$ cat src/rtl/param_ring_pkg.sv
// Shared types and sizing helpers for the clocked parametrised ring chain.
package param_ring_pkg;

   typedef enum logic [1:0] {
      RING    = 2'd0,
      JOHNSON = 2'd1,
      HOLD    = 2'd2
   } mode_e;

   typedef enum logic [1:0] {
      IDLE     = 2'd0,
      RUN      = 2'd1,
      STOPPING = 2'd2
   } fsm_e;

   function automatic int unsigned cnt_w(input int unsigned n);
      return $clog2(2 * n);
   endfunction

   // HOLD never shifts, so its period only needs to be a harmless value.
   function automatic int unsigned period(input mode_e m, input int unsigned n);
      return (m == JOHNSON) ? 2 * n : n;
   endfunction

   // Both 2'b10 and 2'b11 select HOLD.
   function automatic mode_e decode_mode(input logic [1:0] m);
      mode_e r;
      case (m)
         2'b00:   r = RING;
         2'b01:   r = JOHNSON;
         default: r = HOLD;
      endcase
      return r;
   endfunction

endpackage

$ cat src/rtl/ring_lap_counter.sv
// Position-within-lap counter with registered wrap pulse and modulo lap count.
module ring_lap_counter
   import param_ring_pkg::*;
#(
   parameter int unsigned N     = 100,
   parameter int unsigned LAP_W = 16,
   localparam int unsigned SW   = cnt_w(N)
) (
   input  logic             clk,
   input  logic             rst_n,
   input  logic             shift_i,
   input  logic             clr_i,
   input  logic [SW:0]      period_i,
   output logic [SW-1:0]    step_count_o,
   output logic             at_last_c,
   output logic             wrap_o,
   output logic [LAP_W-1:0] lap_count_o
);

   logic [SW-1:0]    step_q, step_d;
   logic [LAP_W-1:0] lap_q, lap_d;
   logic             wrap_q, wrap_d;

   // ">=" keeps a stale position left by an immediate stop from running past the lap.
   assign at_last_c = ({1'b0, step_q} >= (period_i - (SW+1)'(1)));

   always_comb begin
      step_d = step_q;
      lap_d  = lap_q;
      wrap_d = 1'b0;
      if (clr_i) begin
         step_d = '0;
      end else if (shift_i) begin
         if (at_last_c) begin
            step_d = '0;
            wrap_d = 1'b1;
            lap_d  = lap_q + LAP_W'(1);
         end else begin
            step_d = step_q + SW'(1);
         end
      end
   end

   always_ff @(posedge clk or negedge rst_n) begin
      if (!rst_n) begin
         step_q <= '0;
         lap_q  <= '0;
         wrap_q <= 1'b0;
      end else begin
         step_q <= step_d;
         lap_q  <= lap_d;
         wrap_q <= wrap_d;
      end
   end

   assign step_count_o = step_q;
   assign lap_count_o  = lap_q;
   assign wrap_o       = wrap_q;

endmodule

$ cat src/rtl/param_ring_chain.sv
// N-stage clocked ring/Johnson pattern generator with seed load, start/stop control
// and lap accounting.
module param_ring_chain
   import param_ring_pkg::*;
#(
   parameter int unsigned N            = 100,
   parameter int unsigned LAP_W        = 16,
   parameter bit          STOP_AT_WRAP = 1'b1,
   localparam int unsigned SW          = cnt_w(N)
) (
   input  logic             clk,
   input  logic             rst_n,
   input  logic             en,
   input  logic [1:0]       mode,
   input  logic             load_valid,
   input  logic [N-1:0]     load_data,
   output logic             load_ready,
   output logic [N-1:0]     state_q,
   output logic [SW-1:0]    step_count,
   output logic             wrap,
   output logic [LAP_W-1:0] lap_count,
   output logic             busy
);

   fsm_e         fsm_q, fsm_d;
   mode_e        mode_q, mode_d;
   logic [N-1:0] ring_q, ring_d;
   logic         busy_q, load_ready_q;
   logic         shift_c, clr_c, at_last_c;
   logic [SW:0]  period_c;

   assign period_c = (SW+1)'(period(mode_q, N));

   // Next-state, shift strobe and ring update.
   always_comb begin
      fsm_d   = fsm_q;
      mode_d  = mode_q;
      ring_d  = ring_q;
      shift_c = 1'b0;
      clr_c   = 1'b0;
      case (fsm_q)
         IDLE: begin
            if (load_valid) begin
               ring_d = load_data;
               clr_c  = 1'b1;
            end else if (en) begin
               mode_d = decode_mode(mode);
               fsm_d  = RUN;
            end
         end
         RUN: begin
            if (!en && (!STOP_AT_WRAP || (step_count == '0))) begin
               fsm_d = IDLE;
            end else begin
               shift_c = (mode_q != HOLD);
               if (!en) fsm_d = STOPPING;
            end
         end
         STOPPING: begin
            if (en) begin
               fsm_d   = RUN;
               shift_c = (mode_q != HOLD);
            end else if (mode_q == HOLD) begin
               fsm_d = IDLE;
            end else begin
               shift_c = 1'b1;
               if (at_last_c) fsm_d = IDLE;
            end
         end
         default: fsm_d = IDLE;
      endcase
      if (shift_c)
         ring_d = {ring_q[N-2:0], (mode_q == JOHNSON) ? ~ring_q[N-1] : ring_q[N-1]};
   end

   always_ff @(posedge clk or negedge rst_n) begin
      if (!rst_n) begin
         fsm_q        <= IDLE;
         mode_q       <= RING;
         ring_q       <= '0;
         busy_q       <= 1'b0;
         load_ready_q <= 1'b1;
      end else begin
         fsm_q        <= fsm_d;
         mode_q       <= mode_d;
         ring_q       <= ring_d;
         busy_q       <= (fsm_d != IDLE);
         load_ready_q <= (fsm_d == IDLE);
      end
   end

   ring_lap_counter #(
      .N     (N),
      .LAP_W (LAP_W)
   ) u_lap (
      .clk          (clk),
      .rst_n        (rst_n),
      .shift_i      (shift_c),
      .clr_i        (clr_c),
      .period_i     (period_c),
      .step_count_o (step_count),
      .at_last_c    (at_last_c),
      .wrap_o       (wrap),
      .lap_count_o  (lap_count)
   );

   assign state_q    = ring_q;
   assign busy       = busy_q;
   assign load_ready = load_ready_q;

endmodule

$ cat config.mk
export PLATFORM = sky130hd
export DESIGN_NAME = param_ring_chain
export DESIGN_NICKNAME = d
export VERILOG_FILES = /design/src/rtl/param_ring_pkg.sv /design/src/rtl/ring_lap_counter.sv /design/src/rtl/param_ring_chain.sv
export SDC_FILE = /design/constraint.sdc
export NUM_CORES = 1
export LEC_CHECK = 0
export CORE_MARGIN = 1.5
export CORE_UTILIZATION = 40
export DETAILED_ROUTE_END_ITERATION = 10
export PLACE_DENSITY = 0.77
export SLEW_MARGIN = 20
export SYNTH_ARGS = -nofsm -noshare
export SYNTH_HDL_FRONTEND = slang
export SYNTH_SLANG_ARGS = --single-unit
$ cat constraint.sdc
create_clock -name clk -period 2.4 [get_ports clk]
set_input_delay 0.6 -clock clk [delete_from_list [all_inputs] [get_ports clk]]
set_output_delay 0.6 -clock clk [all_outputs]
set_load 0.01 [all_outputs]
==> flow_summary.json <==
{
  "layout_min_cycle_time_ns": 2.33,
  "cp_slowest_cell": "or4_4",
  "clk_path_buf_depth": 2,
  "synth_nets": 838,
  "dieArea_mm2": 0.0162,
  "drv_slew": 0,
  "core_mm2": 0.0151,
  "worst_slack_ns": 0.0711,
  "antenna_cells": 0,
  "critPathMostFrequentCell": "or4_4",
  "dp_hpwl_um": 12300,
  "tightestPinTransition_ns": 0.516,
  "place_ws_ns": -0.0510,
  "grt.busiest_layer": "met2",
  "wl_per_cell_um": 15.8,
  "tritoncts.num_buffers": 17,
  "htreeDepth": 4,
  "p_switching_mw": 3.92,
  "drv_cap": 0,
  "clk-insertion-delay-late_ns": 0.42,
  "fin_area_mm2": 0.00954,
  "syn_inst": 722,
  "fp.dieH_um": 127,
  "globalRoute.totalOverflow": 0,
  "path_class": "reg2reg",
  "setup_violations": 0,
  "synth_edf_count": 0,
  "yosysWarnings": 0,
  "yosysSeqAreaShare_pct": 53.0,
  "ys.flop_type": "dfrtp_1",
  "dpl.cell_count": 1127,
  "max_clock_freq_mhz": 429,
  "drive_gt1_share_pct": 8.47,
  "status": "finished clean",
  "rows": 45,
  "antenna_found_initial": 0,
  "dr_total_vias": 6081,
  "fin_nets": 1076,
  "grt_use_met2_pct": 37.1,
  "die_x_um": 127,
  "critPathMaxStageDelay_ns": 0.52,
  "area_delta_synth_final_pct": 54.2,
  "yosysTopAreaCell": "dfrtp_1",
  "routed_wl_um": 18300,
  "multi_input_area_mm2": 0.00274,
  "pwr-share-clk_pct": 21.9,
  "crit_fanout": 4,
  "critPathLaunchType": "flip-flop",
  "grtUsageMet3_pct": 6.49,
  "synthTopCellsByArea": "dfrtp_1, nand2_1, a31oi_1",
  "drt_iter0_drc": 420,
  "fin_util_pct": 63.0,
  "postCtsHoldBufs": 0,
  "drc": 0,
  "root_buffer": "clkbuf_16",
  "p_per_area_mw_per_mm2": 1160,
  "min_path_type": "in2async",
  "fill_cells": 1292,
  "power_leakage_nw": 4.19,
  "finalHoldViolCount": 0,
  "rsz0062_at_grt": "true",
  "io_pins": 233,
  "synth_area_mm2": 0.00619,
  "vdd_drop_max_mv": 0.702,
  "internal_power_mw": 7.13,
  "clkSinkCount": 131,
  "cp-end-kind": "flip-flop",
  "synth-async-reset-ratio_pct": 100,
  "clk_pin_slew_ns": 0.06,
  "reg2regPathDepth": 7,
  "grt_pass1_vias": 5936,
  "r2r-end": "u_lap.step_count_o[7]",
  "numPortBuffers": 232,
  "start_util_pct": 40.8,
  "place_area_mm2": 0.00894,
  "clock_skew_ns": 0.0108,
  "grt_usage_pct": 23.0,
  "grt_max_degree": 110,
  "timing.slew.headroom_pct": 65.6,
  "post-route-period-util_pct": 97.0,
  "use_met1_pct": 29.5,
  "path_cells": "nand2b_4 > ha_4 > or4_4 > a211oi_4 > nor2_2 > or4_4 > a21oi_2",
  "ant_nets": 0,
  "reg2reg_from": "mode_q[1]",
  "synth_top_cell_area_share_pct": 52.6,
  "grt_pass1_wl_um": 29800,
  "final_cells": 1156,
  "avgSynthCellArea_um2": 8.57,
  "via_per_inst": 5.26,
  "routabilityCongestion": 0.820,
  "pwr-share-comb_pct": 42.9,
  "sequentialPowerShare_pct": 35.2,
  "crit_required_ns": 2.74,
  "r2r_slack_ns": 0.07,
  "yosysUniqueCellTypes": 42,
  "drt_first_pass_iters": 5,
  "layout_commonest_cell": "clkdlybuf4s50_1",
  "cts_tree": "done",
  "regArea_mm2": 0.00328,
  "netSwitchingFraction_pct": 35.5,
  "mostFrequentLayoutCells": "clkdlybuf4s50_1, nand2_1, dfrtp_1",
  "arrival_ns": 2.67,
  "synth_seq_cells": 131
}
==> how the worst max path moves through the flow <==
stage / end / slack, ns / start / cells past startpoint
2_1_floorplan: u_lap.lap_count_o[4] / 0.08 / mode_q[1] / 9
3_3_place_gp: state_q[87] / 0.05 / en / 9
3_5_place_dp: u_lap.step_count_o[7] / -0.05 / mode_q[1] / 7
4_1_cts: u_lap.step_count_o[7] / 0.05 / mode_q[1] / 7
5_1_grt: u_lap.step_count_o[7] / -0.001 / mode_q[1] / 7
6_report: u_lap.step_count_o[7] / 0.07 / mode_q[1] / 7
==> sequential cells by signal (all words and copies together), names as in the netlist <==
signal,cells
busy,1
u_lap.lap_count_o,16
state_q,100
fsm_q,2
mode_q,2
load_ready,1
u_lap.step_count_o,8
u_lap.wrap_o,1
==> per-layer routing <==
metal	vias up	share of wire [%]	wire length [um]
met5	-	0	0
met1	2937	43	7900
li1	2922	-	-
met4	0	2.1	387
met2	190	49	8900
met3	32	6.1	1120
==> power groups by stage <==
| stage | Clock (mW) | Combinational (mW) | Sequential, mW |
|---|---|---|---|
| after floorplan | 0 | 1.75 | 4.16 |
| after global placement | 0 | 4.62 | 3.87 |
| after detailed placement | 0 | 4.73 | 3.88 |
| after CTS | 2.46 | 4.76 | 3.89 |
| after global routing | 2.56 | 5.14 | 4.01 |
| final | 2.42 | 4.75 | 3.89 |
==> stage by stage <==
stage / hold slack [ns] / power (mW) / TNS [ns]
global route: 0.183 / 11.7 / -0.00126
CTS: 0.164 / 11.1 / 0
global placement: 0.482 / 8.49 / 0
finish: 0.154 / 11.1 / 0
floorplan: 0.304 / 5.91 / 0
detailed placement: 0.489 / 8.62 / -0.104
==> cells in the mapped netlist (7+ instances only) <==
cell type and instances:
clkbuf_1 31, nand3_1 13, nand4_1 9, dfrtp_1 130, nor2_1 111, buf_2 17
xnor2_1 14, a31oi_1 101, a21oi_1 7, inv_1 8, nand2_1 212, ha_1 10
==> layout make-up <==
| cell class | count | share of cell area [%] |
|---|---|---|
| Clock buffer | 22 | 5.07 |
| Sequential cell | 131 | 34.4 |
| Clock inverter | 5 | 0.577 |
| Tap cell | 188 | 2.47 |
| Inverter | 8 | 0.315 |
| Timing Repair Buffer | 268 | 28.5 |
| Multi-Input combinational cell | 534 | 28.7 |
==> logic make-up (layout without fill, tap and decap cells) <==
kind of cell             count (synthesis)  count (layout)  share of synthesized area [%]
AO/OA/AOI/OAI                          129             129                           13.6
XOR/XNOR                                16              16                           2.27
adder cells (fa/ha/maj)                 10              10                           2.02
buffers and inverters                   57             303                           3.80
flip-flops                             131             131                           53.0
multiplexers                             2               2                          0.364
AND/OR/NAND/NOR                        377             377                           25.0
==> worst max-delay path: cells and delay by family, from the launching register on <==
kind | cells | cell delay [ns]
AOI/OAI and AO/OA | 2 | 0.43
and+or+nand+nor | 4 | 1.28
adders and majority gates | 1 | 0.17
DFF | 1 | 0.38
==> repair_timing <==
item                                    CTS  global route
pin swaps                                 1             3
endpoints found under the setup margin    3             3
cloned                                    0             0
buffers inserted                          1             1
gates resized for setup                   2             7
Note: power is estimated with default switching activity, not from simulation.
